==> config.mk <==
export PLATFORM = sky130hd
export DESIGN_NAME = composite_fifo_flat
export DESIGN_NICKNAME = d
export VERILOG_FILES = /design/src/rtl/composite_pkg.sv /design/src/rtl/composite_fifo_if.sv /design/src/rtl/fifo_ptr_ctrl.sv /design/src/rtl/composite_fifo.sv /design/src/flat_wrapper.sv
export SDC_FILE = /design/constraint.sdc
export NUM_CORES = 1
export LEC_CHECK = 0
export CORE_MARGIN = 4
export CORE_UTILIZATION = 57
export DETAILED_ROUTE_END_ITERATION = 7
export PLACE_DENSITY = 0.83
export SYNTH_ARGS = -nofsm -noshare
export SYNTH_HDL_FRONTEND = slang
export SYNTH_SLANG_ARGS = --single-unit
==> constraint.sdc <==
create_clock -name clk -period 5.3 [get_ports clk]
set_input_delay 0.53 -clock clk [delete_from_list [all_inputs] [get_ports clk]]
set_output_delay 0.53 -clock clk [all_outputs]
set_load 0.1 [all_outputs]
==> src/rtl/composite_pkg.sv <==
// composite_pkg: shared types and helpers for the composite stream stages.
// Holds the default composite payload struct and the occupancy-width helper.
package composite_pkg;

  localparam int COMPOSITE_DATA_W  = 16;
  localparam int COMPOSITE_DATA2_W = 13;

  // Default-width composite beat used by the fixed-width composite stages.
  typedef struct packed {
    logic        [COMPOSITE_DATA_W-1:0]  data;
    logic signed [COMPOSITE_DATA2_W-1:0] data2;
  } composite_t;

  // Width needed to hold an occupancy of 0..depth inclusive.
  function automatic int count_w(input int depth);
    return $clog2(depth + 1);
  endfunction

endpackage

==> src/rtl/composite_fifo_if.sv <==
// composite_fifo_if: producer/consumer handshake bundle for composite_fifo.
// slave = FIFO side, master = the environment driving and draining it.
interface composite_fifo_if
  import composite_pkg::*;
#(
  parameter int DATA_W  = 16,
  parameter int DATA2_W = 13,
  parameter int DEPTH   = 4
) ();

  localparam int CNT_W = count_w(DEPTH);

  logic                      in_valid;
  logic                      in_ready;
  logic        [DATA_W-1:0]  in_data;
  logic signed [DATA2_W-1:0] in_data2;
  logic                      out_valid;
  logic                      out_ready;
  logic        [DATA_W-1:0]  out_data;
  logic signed [DATA2_W-1:0] out_data2;
  logic        [CNT_W-1:0]   count;

  modport slave (
    input  in_valid, in_data, in_data2, out_ready,
    output in_ready, out_valid, out_data, out_data2, count
  );

  modport master (
    output in_valid, in_data, in_data2, out_ready,
    input  in_ready, out_valid, out_data, out_data2, count
  );

endinterface

==> src/rtl/fifo_ptr_ctrl.sv <==
// fifo_ptr_ctrl: read/write pointers, occupancy counter and push/pop
// qualification for composite_fifo. Pointers wrap naturally at DEPTH.
module fifo_ptr_ctrl
  import composite_pkg::*;
#(
  parameter int DEPTH = 4,
  localparam int PTR_W = $clog2(DEPTH),
  localparam int CNT_W = count_w(DEPTH)
) (
  input  logic             clk,
  input  logic             rst_n,
  input  logic             in_valid,
  input  logic             out_ready,
  input  logic             bypass_take,
  output logic             in_ready,
  output logic             empty,
  output logic             wr_en,
  output logic             rd_en,
  output logic [PTR_W-1:0] wr_ptr,
  output logic [PTR_W-1:0] rd_ptr,
  output logic [CNT_W-1:0] count
);

  logic [PTR_W-1:0] wr_ptr_q, wr_ptr_d;
  logic [PTR_W-1:0] rd_ptr_q, rd_ptr_d;
  logic [CNT_W-1:0] count_q, count_d;

  // Handshake qualification: a beat taken by the bypass path is never stored.
  always_comb begin
    empty    = (count_q == '0);
    in_ready = rst_n & (count_q != CNT_W'(DEPTH));
    wr_en    = in_valid & in_ready & ~bypass_take;
    rd_en    = ~empty & out_ready;
  end

  // Next-state pointers and occupancy; simultaneous push/pop leaves count as is.
  always_comb begin
    wr_ptr_d = wr_ptr_q;
    rd_ptr_d = rd_ptr_q;
    count_d  = count_q;
    if (wr_en) wr_ptr_d = wr_ptr_q + PTR_W'(1);
    if (rd_en) rd_ptr_d = rd_ptr_q + PTR_W'(1);
    case ({wr_en, rd_en})
      2'b10:   count_d = count_q + CNT_W'(1);
      2'b01:   count_d = count_q - CNT_W'(1);
      default: count_d = count_q;
    endcase
  end

  // State registers, cleared by the synchronous active-low reset.
  always_ff @(posedge clk) begin
    if (!rst_n) begin
      wr_ptr_q <= '0;
      rd_ptr_q <= '0;
      count_q  <= '0;
    end else begin
      wr_ptr_q <= wr_ptr_d;
      rd_ptr_q <= rd_ptr_d;
      count_q  <= count_d;
    end
  end

  assign wr_ptr = wr_ptr_q;
  assign rd_ptr = rd_ptr_q;
  assign count  = count_q;

endmodule

==> src/rtl/composite_fifo.sv <==
// composite_fifo: DEPTH-entry ready/valid FIFO carrying {data, signed data2}.
// Optional zero-latency pass-through on an empty FIFO when the macro
// COMPOSITE_FIFO_BYPASS_EN is defined; the default build has no in->out
// combinational path and a minimum latency of one cycle.
module composite_fifo
  import composite_pkg::*;
#(
  parameter int DATA_W  = 16,
  parameter int DATA2_W = 13,
  parameter int DEPTH   = 4
) (
  input  logic             clk,
  input  logic             rst_n,
  composite_fifo_if.slave  bus
);

  localparam int PTR_W   = $clog2(DEPTH);
  localparam int CNT_W   = count_w(DEPTH);
  localparam int ENTRY_W = DATA_W + DATA2_W;

  logic               in_ready;
  logic               empty;
  logic               wr_en;
  logic               rd_en;
  logic               bypass_take;
  logic [PTR_W-1:0]   wr_ptr;
  logic [PTR_W-1:0]   rd_ptr;
  logic [CNT_W-1:0]   count;
  logic [ENTRY_W-1:0] wr_word_d;
  logic [ENTRY_W-1:0] head_word;
  logic [ENTRY_W-1:0] mem_q [DEPTH];

  // Pass-through is taken only when empty and the consumer is ready now.
`ifdef COMPOSITE_FIFO_BYPASS_EN
  assign bypass_take = empty & bus.in_valid & bus.out_ready & rst_n;
`else
  assign bypass_take = 1'b0;
`endif

  fifo_ptr_ctrl #(
    .DEPTH (DEPTH)
  ) u_ctrl (
    .clk         (clk),
    .rst_n       (rst_n),
    .in_valid    (bus.in_valid),
    .out_ready   (bus.out_ready),
    .bypass_take (bypass_take),
    .in_ready    (in_ready),
    .empty       (empty),
    .wr_en       (wr_en),
    .rd_en       (rd_en),
    .wr_ptr      (wr_ptr),
    .rd_ptr      (rd_ptr),
    .count       (count)
  );

  // Pack the incoming beat; data2 bits are stored verbatim so the sign survives.
  always_comb begin
    wr_word_d = {bus.in_data, bus.in_data2};
  end

  // Storage array; contents are deliberately left unreset.
  always_ff @(posedge clk) begin
    if (wr_en) mem_q[wr_ptr] <= wr_word_d;
  end

  assign head_word = mem_q[rd_ptr];

  // Output mux: head entry, or the live input beat when bypassing an empty FIFO.
  always_comb begin
    bus.out_valid = ~empty;
    bus.out_data  = head_word[ENTRY_W-1:DATA2_W];
    bus.out_data2 = head_word[DATA2_W-1:0];
`ifdef COMPOSITE_FIFO_BYPASS_EN
    if (empty && bus.in_valid && rst_n) begin
      bus.out_valid = 1'b1;
      bus.out_data  = bus.in_data;
      bus.out_data2 = bus.in_data2;
    end
`endif
  end

  assign bus.in_ready = in_ready;
  assign bus.count    = count;

endmodule
==> src/flat_wrapper.sv <==
// flat-port wrapper written by rule: the top's interface ports become plain ports
module composite_fifo_flat import composite_pkg::*;
#(
  parameter int DATA_W  = 16,
  parameter int DATA2_W = 13,
  parameter int DEPTH   = 4
)
  (clk, rst_n, bus_in_valid, bus_in_data, bus_in_data2, bus_out_ready, bus_in_ready, bus_out_valid, bus_out_data, bus_out_data2, bus_count);
  composite_fifo_if #(.DATA_W(DATA_W), .DATA2_W(DATA2_W), .DEPTH(DEPTH)) bus_i ();
  input  logic clk;
  input  logic rst_n;
  input wire logic [$bits(bus_i.in_valid)-1:0] bus_in_valid;
  input wire logic [$bits(bus_i.in_data)-1:0] bus_in_data;
  input wire logic [$bits(bus_i.in_data2)-1:0] bus_in_data2;
  input wire logic [$bits(bus_i.out_ready)-1:0] bus_out_ready;
  output wire logic [$bits(bus_i.in_ready)-1:0] bus_in_ready;
  output wire logic [$bits(bus_i.out_valid)-1:0] bus_out_valid;
  output wire logic [$bits(bus_i.out_data)-1:0] bus_out_data;
  output wire logic [$bits(bus_i.out_data2)-1:0] bus_out_data2;
  output wire logic [$bits(bus_i.count)-1:0] bus_count;
  assign bus_i.in_valid = bus_in_valid;
  assign bus_i.in_data = bus_in_data;
  assign bus_i.in_data2 = bus_in_data2;
  assign bus_i.out_ready = bus_out_ready;
  assign bus_in_ready = bus_i.in_ready;
  assign bus_out_valid = bus_i.out_valid;
  assign bus_out_data = bus_i.out_data;
  assign bus_out_data2 = bus_i.out_data2;
  assign bus_count = bus_i.count;
  composite_fifo #(.DATA_W(DATA_W), .DATA2_W(DATA2_W), .DEPTH(DEPTH)) u_core (.clk(clk), .rst_n(rst_n), .bus(bus_i));
endmodule
==> summary.txt, run 1 <==
Clock network
  • CTS max path bufs: 2
  • CTS buffer count: 17
  • Hold Buf Count CTS: 0
  • CTS tree: yes
  • CTS root buf: clkbuf_8
  • H-tree depth: 4
  • CTS resizes: 0
  • Clock sinks: 125
  • Clock-pin slew on the worst setup and hold paths: approximately 0.05 ns
  • Post-CTS Setup Inserts: 0
  • Clk_lat worst skew: 0.52 ns

Synthesis
  • Yosys top cell by area: edfxtp_1
  • Ys flop type: edfxtp_1
  • Seq cells post-synth: 125
  • Post-Syn Nets: 242
  • Main area contributors after synthesis: edfxtp_1 74%, mux4_2 13%, dfxtp_1 3.8%, ha_1 1.3%, and2_1 0.94%
  • Top-area cell type share of the netlist area: 0.744
  • Count of unique library cells instantiated by Yosys: 26
  • Most numerous cell in the Yosys netlist: edfxtp_1
  • Seq/Total Area, Yosys: 0.783
  • Mapped Cells: 203
  • EDFF count, synth: 116
  • Top cells by count, synth: 116 x edfxtp_1, 28 x mux4_2, 9 x dfxtp_1
  • Syn avg cell area: 23.1 um^2
  • Mapped cell area: ~4700 um^2
  • Synth warnings: 0
  • Post-synthesis async set-or-reset flop share: 0

Status
  • Status: finished, final reports clean

Floorplanning
  • Core ar.: 7850 um^2
  • # IOs: 67
  • Cell Rows: 32
  • Starting Density: 0.596
  • Chip height: 98.6 um
  • Die area: about 10000 um^2
  • Die width: between 90 and 100 um

Route
  • Vias per inst: 5.57
  • DRT Pass-1 Iters: 5
  • Post-DR wirelength/cell: 21.2 um
  • Via count: 2213
  • Routed Wire Length: around 8400 um
  • Final ANT Viol Nets: 0
  • Drt first-iter violations: about 120
  • Remaining DRCs: 0

Critical path
  • CP arrival: 3.19 ns
  • Top fanout value on the critical path: 29
  • CP cell instances: mux4_1, clkdlybuf4s50_1
  • CP max-delay cell: dfxtp_2
  • Levels on crit path: 2
  • Kind of start point of the critical path: flop
  • CP bufs+invs: 1
  • Family with the most delay on the worst path: flip-flops
  • Worst EP required: 4.77 ns
  • Type of the worst setup path: reg -> out
  • Crit path largest cell delay: around 1.1 ns
  • Worst R2R Path Depth: 9
  • Critical Path End Type: output port

Finish
  • Area grow syn2layout: 27.9%
  • Final Util: 0.763
  • Nets: 321
  • Antenna diode instance count: 0
  • Share of layout cells above drive strength 1: 0.217

GRT
  • Total grt overflow: 0
  • Initial antenna violation count: 0
  • Pin count of the biggest net entering global routing: 30
  • Number of global-route vias before repair: approximately 2500
  • Global-route wire length before repair: between 10000 and 15000 um
  • Overall Global Routing Usage: 0.192

STA
  • Worst Tran Pin Value: 1.09 ns
  • Fmax: 0.269 GHz
  • Hold Vio Cnt, Final: 0
  • RSZ-0062 raised after global routing: no
  • Setup TNS: 0 ns
  • Slew HR: 0.274
  • Tcrit/Tclk final: 0.703
  • Post-route setup slack: 1.58 ns
  • Fin crit period: approximately 3.7 ns
  • Fin Clk Skew: 0.0103 ns
  • Endpoints failing setup: 0
  • Pins Over Slew Limit: 0
  • Hold WS: 0.540 ns

Placement
  • Post-DP HPWL: 4660 um
  • IO Port Bufs: 66
  • Placer Congestion: 0.704
  • Place WS: 2.04 ns

Min path
  • WHS Path Cells: 2
  • HP Class: reg -> reg

Pwr
  • Pwr Density: 598 nW/um^2
  • Worst vdd ir: 0.519 mV
  • Pleak: a little under 2 nW

Run
  • Max-cap violations: 0
-- final timing paths --
path / start / end / slack, ns
hold / removal: u_core.u_ctrl.wr_ptr[0]$_SDFFE_PN0P_ / u_core.u_ctrl.wr_ptr[0]$_SDFFE_PN0P_ / 0.54
setup / recovery: flop / bus_out_data[8] / 1.58
setup reg to reg: u_core.u_ctrl.count[1]$_SDFFE_PN0P_ / u_core.u_ctrl.count[2]$_SDFFE_PN0P_ / 3.12
hold reg to reg: u_core.u_ctrl.wr_ptr[0]$_SDFFE_PN0P_ / u_core.u_ctrl.wr_ptr[0]$_SDFFE_PN0P_ / 0.54
-- tightest hold or removal path: stages (launching register included) --
cell and delay (ns):
dfxtp_1 0.35, nand2_1 0.07, mux2i_1 0.06
-- per-stage QoR --
stage	instances	power (mW)	area, um^2
CTS	397	3.61	5990
floorplan	203	2.27	4680
global placement	365	2.50	5430
global route	397	3.71	5990
detailed placement	365	2.52	5430
finish	397	3.58	5990
-- cell usage in the layout, fill, tap and decap left out --
master / count
o21ai_0: 2
a21boi_0: 2
a21oi_2: 1
edfxtp_1: 116
mux4_1: 1
ha_1: 5
and2_2: 4
dfxtp_1: 8
nor2_1: 1
clkbuf_8: 1
clkinv_4: 2
mux4_2: 28
nand2_1: 4
and2_1: 3
or3_1: 2
xnor2_1: 3
clkinv_2: 1
inv_1: 7
mux2i_1: 2
o311ai_1: 1
o31a_1: 1
buf_4: 1
bufinv_16: 2
clkdlybuf4s50_1: 66
xor2_1: 1
dfxtp_2: 1
clkinv_1: 3
nor2b_1: 2
clkbuf_16: 16
clkinvlp_4: 6
fa_1: 1
inv_6: 1
-- layer usage --
metal | track usage | part of all wire | wire length [um] | vias to the layer above
met5 | 0 | 0 | 0 | -
met4 | 0.0672 | 0.012 | 102 | 0
met3 | 0.0821 | 0.060 | 502 | 12
met2 | 0.315 | 0.53 | 4440 | 74
met1 | 0.229 | 0.40 | 3390 | 1131
li1 | - | - | - | 996
-- logic make-up after synthesis --
logic type / share of synthesized area
buffers and inverters: 0.0179
AO/OA/AOI/OAI: 0.0110
flip-flops: 0.783
AND/OR/NAND/NOR: 0.0187
XOR/XNOR: 0.00749
adder cells (fa/ha/maj): 0.0176
multiplexers: 0.145
-- cell type report --
cell class / count / area (um^2)
multi-input cells: 64 / 938
inverters: 7 / 26.3
clock inverters: 15 / 148
fillers: 454 / 1860
well taps: 102 / 128
repair buffers: 67 / 668
flip-flops and latches: 125 / 3660
clock buffers: 17 / 414
-- state kept, by name, summed over array words and instances (netlist names), named ones only --
register,flops
u_core.u_ctrl.rd_ptr,2
u_core.u_ctrl.count,3
u_core.mem_q,116
u_core.u_ctrl.wr_ptr,2
-- where the power goes --
| group | switching (mW) | leakage (nW) | total [mW] | internal [mW] |
|---|---|---|---|---|
| Combinational | 0.887 | 0.542 | 1.25 | 0.361 |
| Clock | 0.410 | 0.255 | 1.07 | 0.663 |
| Sequential | 0.0990 | 1.13 | 1.26 | 1.16 |
Note: power is estimated with default switching activity, not from simulation.
==> run 2, diff against run 1 <==
--- a/config.mk
+++ b/config.mk
@@ -6,9 +6,9 @@
 export NUM_CORES = 1
 export LEC_CHECK = 0
 export CORE_MARGIN = 4
-export CORE_UTILIZATION = 57
+export CORE_UTILIZATION = 48
 export DETAILED_ROUTE_END_ITERATION = 7
-export PLACE_DENSITY = 0.83
+export PLACE_DENSITY = 0.74
 export SYNTH_ARGS = -nofsm -noshare
 export SYNTH_HDL_FRONTEND = slang
 export SYNTH_SLANG_ARGS = --single-unit
==> constraint.sdc (replaced) <==
create_clock -name clk -period 3.4 [get_ports clk]
set_input_delay 0.34 -clock clk [delete_from_list [all_inputs] [get_ports clk]]
set_output_delay 0.34 -clock clk [all_outputs]
set_load 0.1 [all_outputs]
==> summary.txt, run 2 (synthesis gave the netlist of run 1 again) <==
Status
  • Status: finished, final reports clean

STA
  • Fmax: 0.371 GHz
  • Hold WS: 0.461 ns (-0.0795 ns)
  • Tcrit/Tclk final: 0.794
  • Worst Tran Pin Value: 0.979 ns (-0.110 ns)
  • Endpoints failing setup: 0 (unchanged)
  • RSZ-0062 raised after global routing: no
  • Pins Over Slew Limit: 0 (unchanged)
  • Setup TNS: 0 ns (unchanged)
  • Slew HR: 0.345 (+0.0713)
  • Fin Clk Skew: 0.00526 ns (-0.00507 ns)
  • Fin crit period: 2.70 ns
  • Hold Vio Cnt, Final: 0 (unchanged)

Placement
  • Placer Congestion: 0.696 (-1.1%)
  • Cell Area, Placed: 5390 um^2 (-0.60%)
  • Post-DP HPWL: 4680 um (+0.27%)
  • IO Port Bufs: 66 (unchanged)

Clock network
  • Clock-pin slew on the worst setup and hold paths: 0.06 ns (about the same)
  • Clk_lat worst skew: 0.51 ns (about the same)
  • CTS resizes: 0 (unchanged)
  • Clock sinks: 125 (unchanged)
  • H-tree depth: 4 (unchanged)
  • CTS max path bufs: 2 (unchanged)
  • Post-CTS Setup Inserts: 0 (unchanged)
  • CTS buffer count: 17 (unchanged)
  • CTS root buf: clkbuf_8
  • CTS tree: yes
  • Hold Buf Count CTS: 0 (unchanged)

Critical path
  • Family with the most delay on the worst path: flip-flops
  • Levels on crit path: 3 (+1)
  • Kind of start point of the critical path: flop
  • CP bufs+invs: 2 (+1)
  • CP cell instances: buf_4, mux4_2, buf_4
  • CP arrival: 2.36 ns (-0.83 ns)
  • Worst R2R Path Depth: 9 (unchanged)
  • Crit path largest cell delay: 0.74 ns (-0.31 ns)
  • Type of the worst setup path: reg -> out
  • Reg2reg start: u_core.u_ctrl.count[1]$_SDFFE_PN0P_
  • Most frequent CP cell: buf_4
  • Critical Path End Type: output port
  • CP max-delay cell: dfxtp_2
  • Top fanout value on the critical path: 18 (-38%)
  • Worst EP required: 3.06 ns (-1.71 ns)

GRT
  • Number of global-route vias before repair: 2382 (-3.3%)
  • Overall Global Routing Usage: 0.152 (-0.0401)
  • Pin count of the biggest net entering global routing: 30 (unchanged)
  • Total grt overflow: 0 (unchanged)
  • Initial antenna violation count: 0 (unchanged)
  • Global-route wire length before repair: 12600 um (-7.0%)

Finish
  • Fin area: 5990 um^2 (unchanged)
  • Area grow syn2layout: 27.9% (unchanged)
  • Share of layout cells above drive strength 1: 0.321 (+0.104)
  • Biggest register: u_core.mem_q
  • Nets: 322 (+0.31%)
  • Most frequent cells in the layout: 116 x edfxtp_1, 36 x clkdlybuf4s50_1, 32 x buf_4
  • Antenna diode instance count: 0 (unchanged)
  • Most common library cell in the layout ignoring fill and taps: edfxtp_1
  • Max FFs per register: 116 (unchanged)

Pwr
  • Logic gate share of total power: 0.342 (-0.007)
  • Power share of the clock group: 0.316 (+0.016)
  • Internal: 3.51 mW (+61%)
  • Worst vdd ir: 0.731 mV (+41%)
  • Pwr Density: 942 nW/um^2 (+58%)
  • Register share of total power: 0.341 (-0.010)
  • Psw: 2.13 mW (+53%)
  • Pleak: 1.98 nW (+3.0%)
  • Switching Share: 0.378 (-0.0124)

Route
  • Vias per inst: 5.15 (-7.6%)
  • Drt first-iter violations: 94 (-20%)
  • Final ANT Viol Nets: 0 (unchanged)
  • DRT Pass-1 Iters: 6 (+1)
  • Post-DR wirelength/cell: 18.2 um (-14%)
  • Routed Wire Length: 7720 um (-8.4%)
  • Remaining DRCs: 0 (unchanged)
  • Via count: 2188 (-1.1%)

Floorplanning
  • Core ar.: 9370 um^2 (+19%)
  • Cell Rows: 35 (+9.4%)
  • # IOs: 67 (unchanged)
  • Starting Density: 0.499 (-0.0970)
  • Die area: 11400 um^2 (+17%)
  • Die width: 107 um (+8.2%)
  • Chip height: 107 um (+8.2%)

Min path
  • HP Class: in -> reg
  • WHS Path Cells: 1 (-1)
  • Hold path start: bus_in_data2[10]

Run
  • Max-cap violations: 0 (unchanged)
-- run 2: cell types whose count changed in the layout (fill, tap and decap cells not counted), sizes merged --
cell and change:
buf +31, bufinv +2, clkbuf +2, clkdlybuf4s50 -30
clkinv -1, clkinvlp -2, inv -1
-- run 2: power by group through the flow --
| stage | combinational, mW | sequential [mW] | clock, mW |
|---|---|---|---|
| after floorplan | 1.58 | 1.96 | 0 |
| after global placement | 1.94 | 1.96 | 0 |
| after detailed placement | 1.95 | 1.96 | 0 |
| after CTS | 1.95 | 1.93 | 1.82 |
| after global routing | 2.01 | 1.95 | 1.90 |
| final | 1.93 | 1.92 | 1.78 |
-- run 2: layout make-up --
type                            instances  area (um^2)
Clock inverter                         13          173
Inverter                                7         26.3
Multi-Input combinational cell         64          938
Fill cell                             647         3380
Clock buffer                           19          422
Timing Repair Buffer                   68          601
Sequential cell                       125         3670
Tap cell                              129          161
-- run 2: per-stage QoR --
step / instances / setup WS [ns] / power, mW / utilization
2_1_floorplan: 203 / 0.370 / 3.53 / -
3_3_place_gp: 393 / 0.952 / 3.89 / 0.575
3_5_place_dp: 393 / 0.874 / 3.91 / 0.575
4_1_cts: 425 / 0.605 / 5.70 / 0.639
5_1_grt: 425 / 0.525 / 5.85 / 0.639
6_report: 425 / 0.702 / 5.64 / 0.639
-- run 2: worst register-to-register path, stage by stage, from the launching register on --
cell      delay, ns
dfxtp_1        0.37
nor2_1         0.19
a21oi_2        0.13
inv_1          0.09
ha_1           0.18
inv_1          0.06
fa_1           0.37
xor2_1         0.16
or3_1          0.30
a21boi_0       0.18
-- run 2: layer usage --
| layer | vias to the layer above | GRT usage | wire length [um] |
|---|---|---|---|
| met2 | 66 | 0.239 | 3940 |
| met3 | 12 | 0.0674 | 502 |
| met1 | 1116 | 0.184 | 3170 |
| met4 | 0 | 0.0603 | 110 |
| li1 | 994 | - | - |
| met5 | - | 0 | 0 |
-- run 2: worst paths after layout --
| path | endpoint | slack (ns) |
|---|---|---|
| hold reg to reg | u_core.u_ctrl.wr_ptr[1]$_SDFFE_PN0P_ | 0.49 |
| setup reg to reg | u_core.u_ctrl.count[2]$_SDFFE_PN0P_ | 1.31 |
| hold / removal | u_core.mem_q[0][10]$_DFFE_PP_ | 0.46 |
| setup / recovery | bus_out_data[1] | 0.70 |
==> run 3, diff against run 2 <==
--- a/config.mk
+++ b/config.mk
@@ -6,9 +6,9 @@
 export NUM_CORES = 1
 export LEC_CHECK = 0
 export CORE_MARGIN = 4
-export CORE_UTILIZATION = 48
+export CORE_UTILIZATION = 54
 export DETAILED_ROUTE_END_ITERATION = 7
-export PLACE_DENSITY = 0.74
+export PLACE_DENSITY = 0.79
 export SYNTH_ARGS = -nofsm -noshare
 export SYNTH_HDL_FRONTEND = slang
 export SYNTH_SLANG_ARGS = --single-unit
==> constraint.sdc (replaced) <==
create_clock -name clk -period 2.5 [get_ports clk]
set_input_delay 0.25 -clock clk [delete_from_list [all_inputs] [get_ports clk]]
set_output_delay 0.25 -clock clk [all_outputs]
set_load 0.1 [all_outputs]
==> summary.txt, run 3 (synthesis gave the netlist of run 1 again) <==
Floorplanning
  • Cell Rows: 33 (-5.7%)
  • Core ar.: 8340 um^2 (-11%)
  • # IOs: 67 (unchanged)
  • Die width: 101 um (-5.3%)
  • Starting Density: 0.561 (+0.0617)
  • Chip height: 101 um (-5.3%)
  • Die area: 10200 um^2 (-10%)

Clock network
  • CTS buffer count: 17 (unchanged)
  • Hold Buf Count CTS: 0 (unchanged)
  • Clock sinks: 125 (unchanged)
  • Post-CTS Setup Inserts: 0 (unchanged)
  • CTS max path bufs: 2 (unchanged)
  • CTS resizes: 0 (unchanged)
  • CTS root buf: clkbuf_8
  • Clk_lat worst skew: 0.51 ns (about the same)
  • H-tree depth: 4 (unchanged)
  • CTS tree: yes
  • Clock-pin slew on the worst setup and hold paths: 0.05 ns (about the same)

Finish
  • Max FFs per register: 116 (unchanged)
  • Nets: 329 (+2.2%)
  • Area grow syn2layout: 36.5%
  • Antenna diode instance count: 0 (unchanged)
  • Biggest register: u_core.mem_q
  • Most common library cell in the layout ignoring fill and taps: edfxtp_1
  • Share of layout cells above drive strength 1: 0.353 (+0.0322)
  • Fill count: 450 (-30%)
  • Fin cells: 408 (-4.0%)
  • Most frequent cells in the layout: 116 x edfxtp_1, 33 x buf_12, 32 x clkdlybuf4s50_1
  • Flip-flop and latch area: 3670 um^2 (about the same)
  • Area occupied by multi-input gates: 942 um^2 (+0.40%)

Route
  • Remaining DRCs: 0 (unchanged)
  • Post-DR wirelength/cell: 20.9 um (+15%)
  • Final ANT Viol Nets: 0 (unchanged)
  • Drt first-iter violations: 108 (+15%)
  • Routed length on met2: 4420 um (+12%)
  • Vias per inst: 5.57 (+8.3%)
  • Top sig layer: met4
  • Met1 Routed Length: 3500 um (+10%)
  • DRT Pass-1 Iters: 4 (-2)
  • Wire length on met3: 536 um (+6.8%)
  • Routed Wire Length: 8520 um (+10%)
  • Via count: 2274 (+3.9%)

Run
  • Max-cap violations: 0 (unchanged)

Critical path
  • Kind of start point of the critical path: flop
  • Worst R2R Path Depth: 9 (unchanged)
  • Most frequent CP cell: inv_1
  • Reg2reg start: u_core.u_ctrl.count[1]$_SDFFE_PN0P_
  • CP max-delay cell: fa_1
  • CP arrival: 2.58 ns (+0.22 ns)
  • Critical Path End Type: flop
  • Crit path largest cell delay: 0.38 ns (-0.36 ns)
  • Family with the most delay on the worst path: adder cells
  • CP cell instances: nor2_1, a21oi_2, inv_1, ha_1, inv_1, fa_1, xor2_1, or3_1, a21boi_0
  • CP bufs+invs: 2 (unchanged)
  • Worst EP required: 2.92 ns (-0.14 ns)
  • CP startpoint: u_core.u_ctrl.count[1]$_SDFFE_PN0P_
  • Top fanout value on the critical path: 7 (-11)
  • Worst reg-to-reg setup slack: 0.34 ns (-0.97 ns)
  • Levels on crit path: 9 (+6)
  • Type of the worst setup path: reg -> reg
  • Reg2reg end: u_core.u_ctrl.count[2]$_SDFFE_PN0P_
  • Setup crit end: u_core.u_ctrl.count[2]$_SDFFE_PN0P_

STA
  • Worst Tran Pin Value: 0.423 ns (-0.556 ns)
  • Slew HR: 0.718 (+0.373)
  • Hold Vio Cnt, Final: 0 (unchanged)
  • RSZ-0062 raised after global routing: no
  • Fin crit period: 2.16 ns
  • Endpoints failing setup: 0 (unchanged)
  • Tcrit/Tclk final: 0.866
  • Setup TNS: 0 ns (unchanged)
  • Fmax: 0.462 GHz
  • Pins Over Slew Limit: 0 (unchanged)
  • Fin Clk Skew: 0.0149 ns (+0.00961 ns)

GRT
  • Global-route wire length before repair: 13400 um (+6.5%)
  • Pin count of the biggest net entering global routing: 30 (unchanged)
  • Overall Global Routing Usage: 0.184 (+0.0325)
  • Initial antenna violation count: 0 (unchanged)
  • Number of global-route vias before repair: 2443 (+2.6%)
  • Total grt overflow: 0 (unchanged)

Pwr
  • Pleak: 2.16 nW (+9.2%)
  • Pwr Density: 1270 nW/um^2 (+35%)
  • Worst vdd ir: 1.03 mV (+41%)

Placement
  • Post-DP HPWL: 5140 um (+9.9%)
  • Placed cell count: 376 (-4.3%)
  • IO Port Bufs: 66 (unchanged)
  • Placer Congestion: 0.714 (+2.6%)

Min path
  • HP Class: in -> reg
  • Hold path start: bus_in_data2[6]

Status
  • Status: finished, final reports clean
## run 3: layer usage
layer  up-vias  track usage
met1      1181        0.235
li1       1004            -
met4         0       0.0644
met5         -            0
met3         6       0.0706
met2        83        0.292
## run 3: worst min-delay path by stage
| stage | to | depth (start not counted) |
|---|---|---|
| after floorplan | u_core.mem_q[0][0]$_DFFE_PP_ | 0 |
| after global placement | u_core.u_ctrl.wr_ptr[1]$_SDFFE_PN0P_ | 2 |
| after detailed placement | u_core.u_ctrl.wr_ptr[1]$_SDFFE_PN0P_ | 2 |
| after CTS | u_core.mem_q[0][17]$_DFFE_PP_ | 1 |
| after global routing | u_core.mem_q[0][6]$_DFFE_PP_ | 1 |
| final | u_core.mem_q[0][6]$_DFFE_PP_ | 1 |
## run 3: worst register-to-register path: cells and delay by family, from the launching register on
kind | cells | cell delay, ns
compound gates | 2 | 0.34
simple gates | 2 | 0.53
flops | 1 | 0.35
fa+ha+maj | 2 | 0.56
buf+inv | 2 | 0.14
xor+xnor | 1 | 0.17
## run 3: layout make-up
| type | instances | area share |
|---|---|---|
| multi-input combinational | 64 | 0.148 |
| clock inverter | 7 | 0.0139 |
| sequential | 125 | 0.574 |
| timing repair buffer | 75 | 0.165 |
| tap | 105 | 0.0206 |
| inverter | 7 | 0.00411 |
| clock buffer | 25 | 0.0742 |
## run 3: per-stage QoR
step           power, mW  setup WS (ns)  hold WS [ns]  area (um^2)  utilization
6_report            8.13          0.336         0.374         6390        0.766
5_1_grt             8.42          0.221         0.373         6390        0.766
4_1_cts             8.21          0.305         0.346         6390        0.766
3_5_place_dp        5.91          0.149         0.501         5820        0.698
3_3_place_gp        5.86          0.329         0.494         5820        0.698
2_1_floorplan       4.81          0.195         0.349         4690            -
## run 3: where the power goes
group / total (mW) / switching (mW) / leakage [nW] / internal [mW]
logic: 3.31 / 2.12 / 0.764 / 1.19
registers: 2.54 / 0.0817 / 1.13 / 2.45
clock network: 2.28 / 0.795 / 0.270 / 1.49
total: 8.13 / 3.00 / 2.16 / 5.13
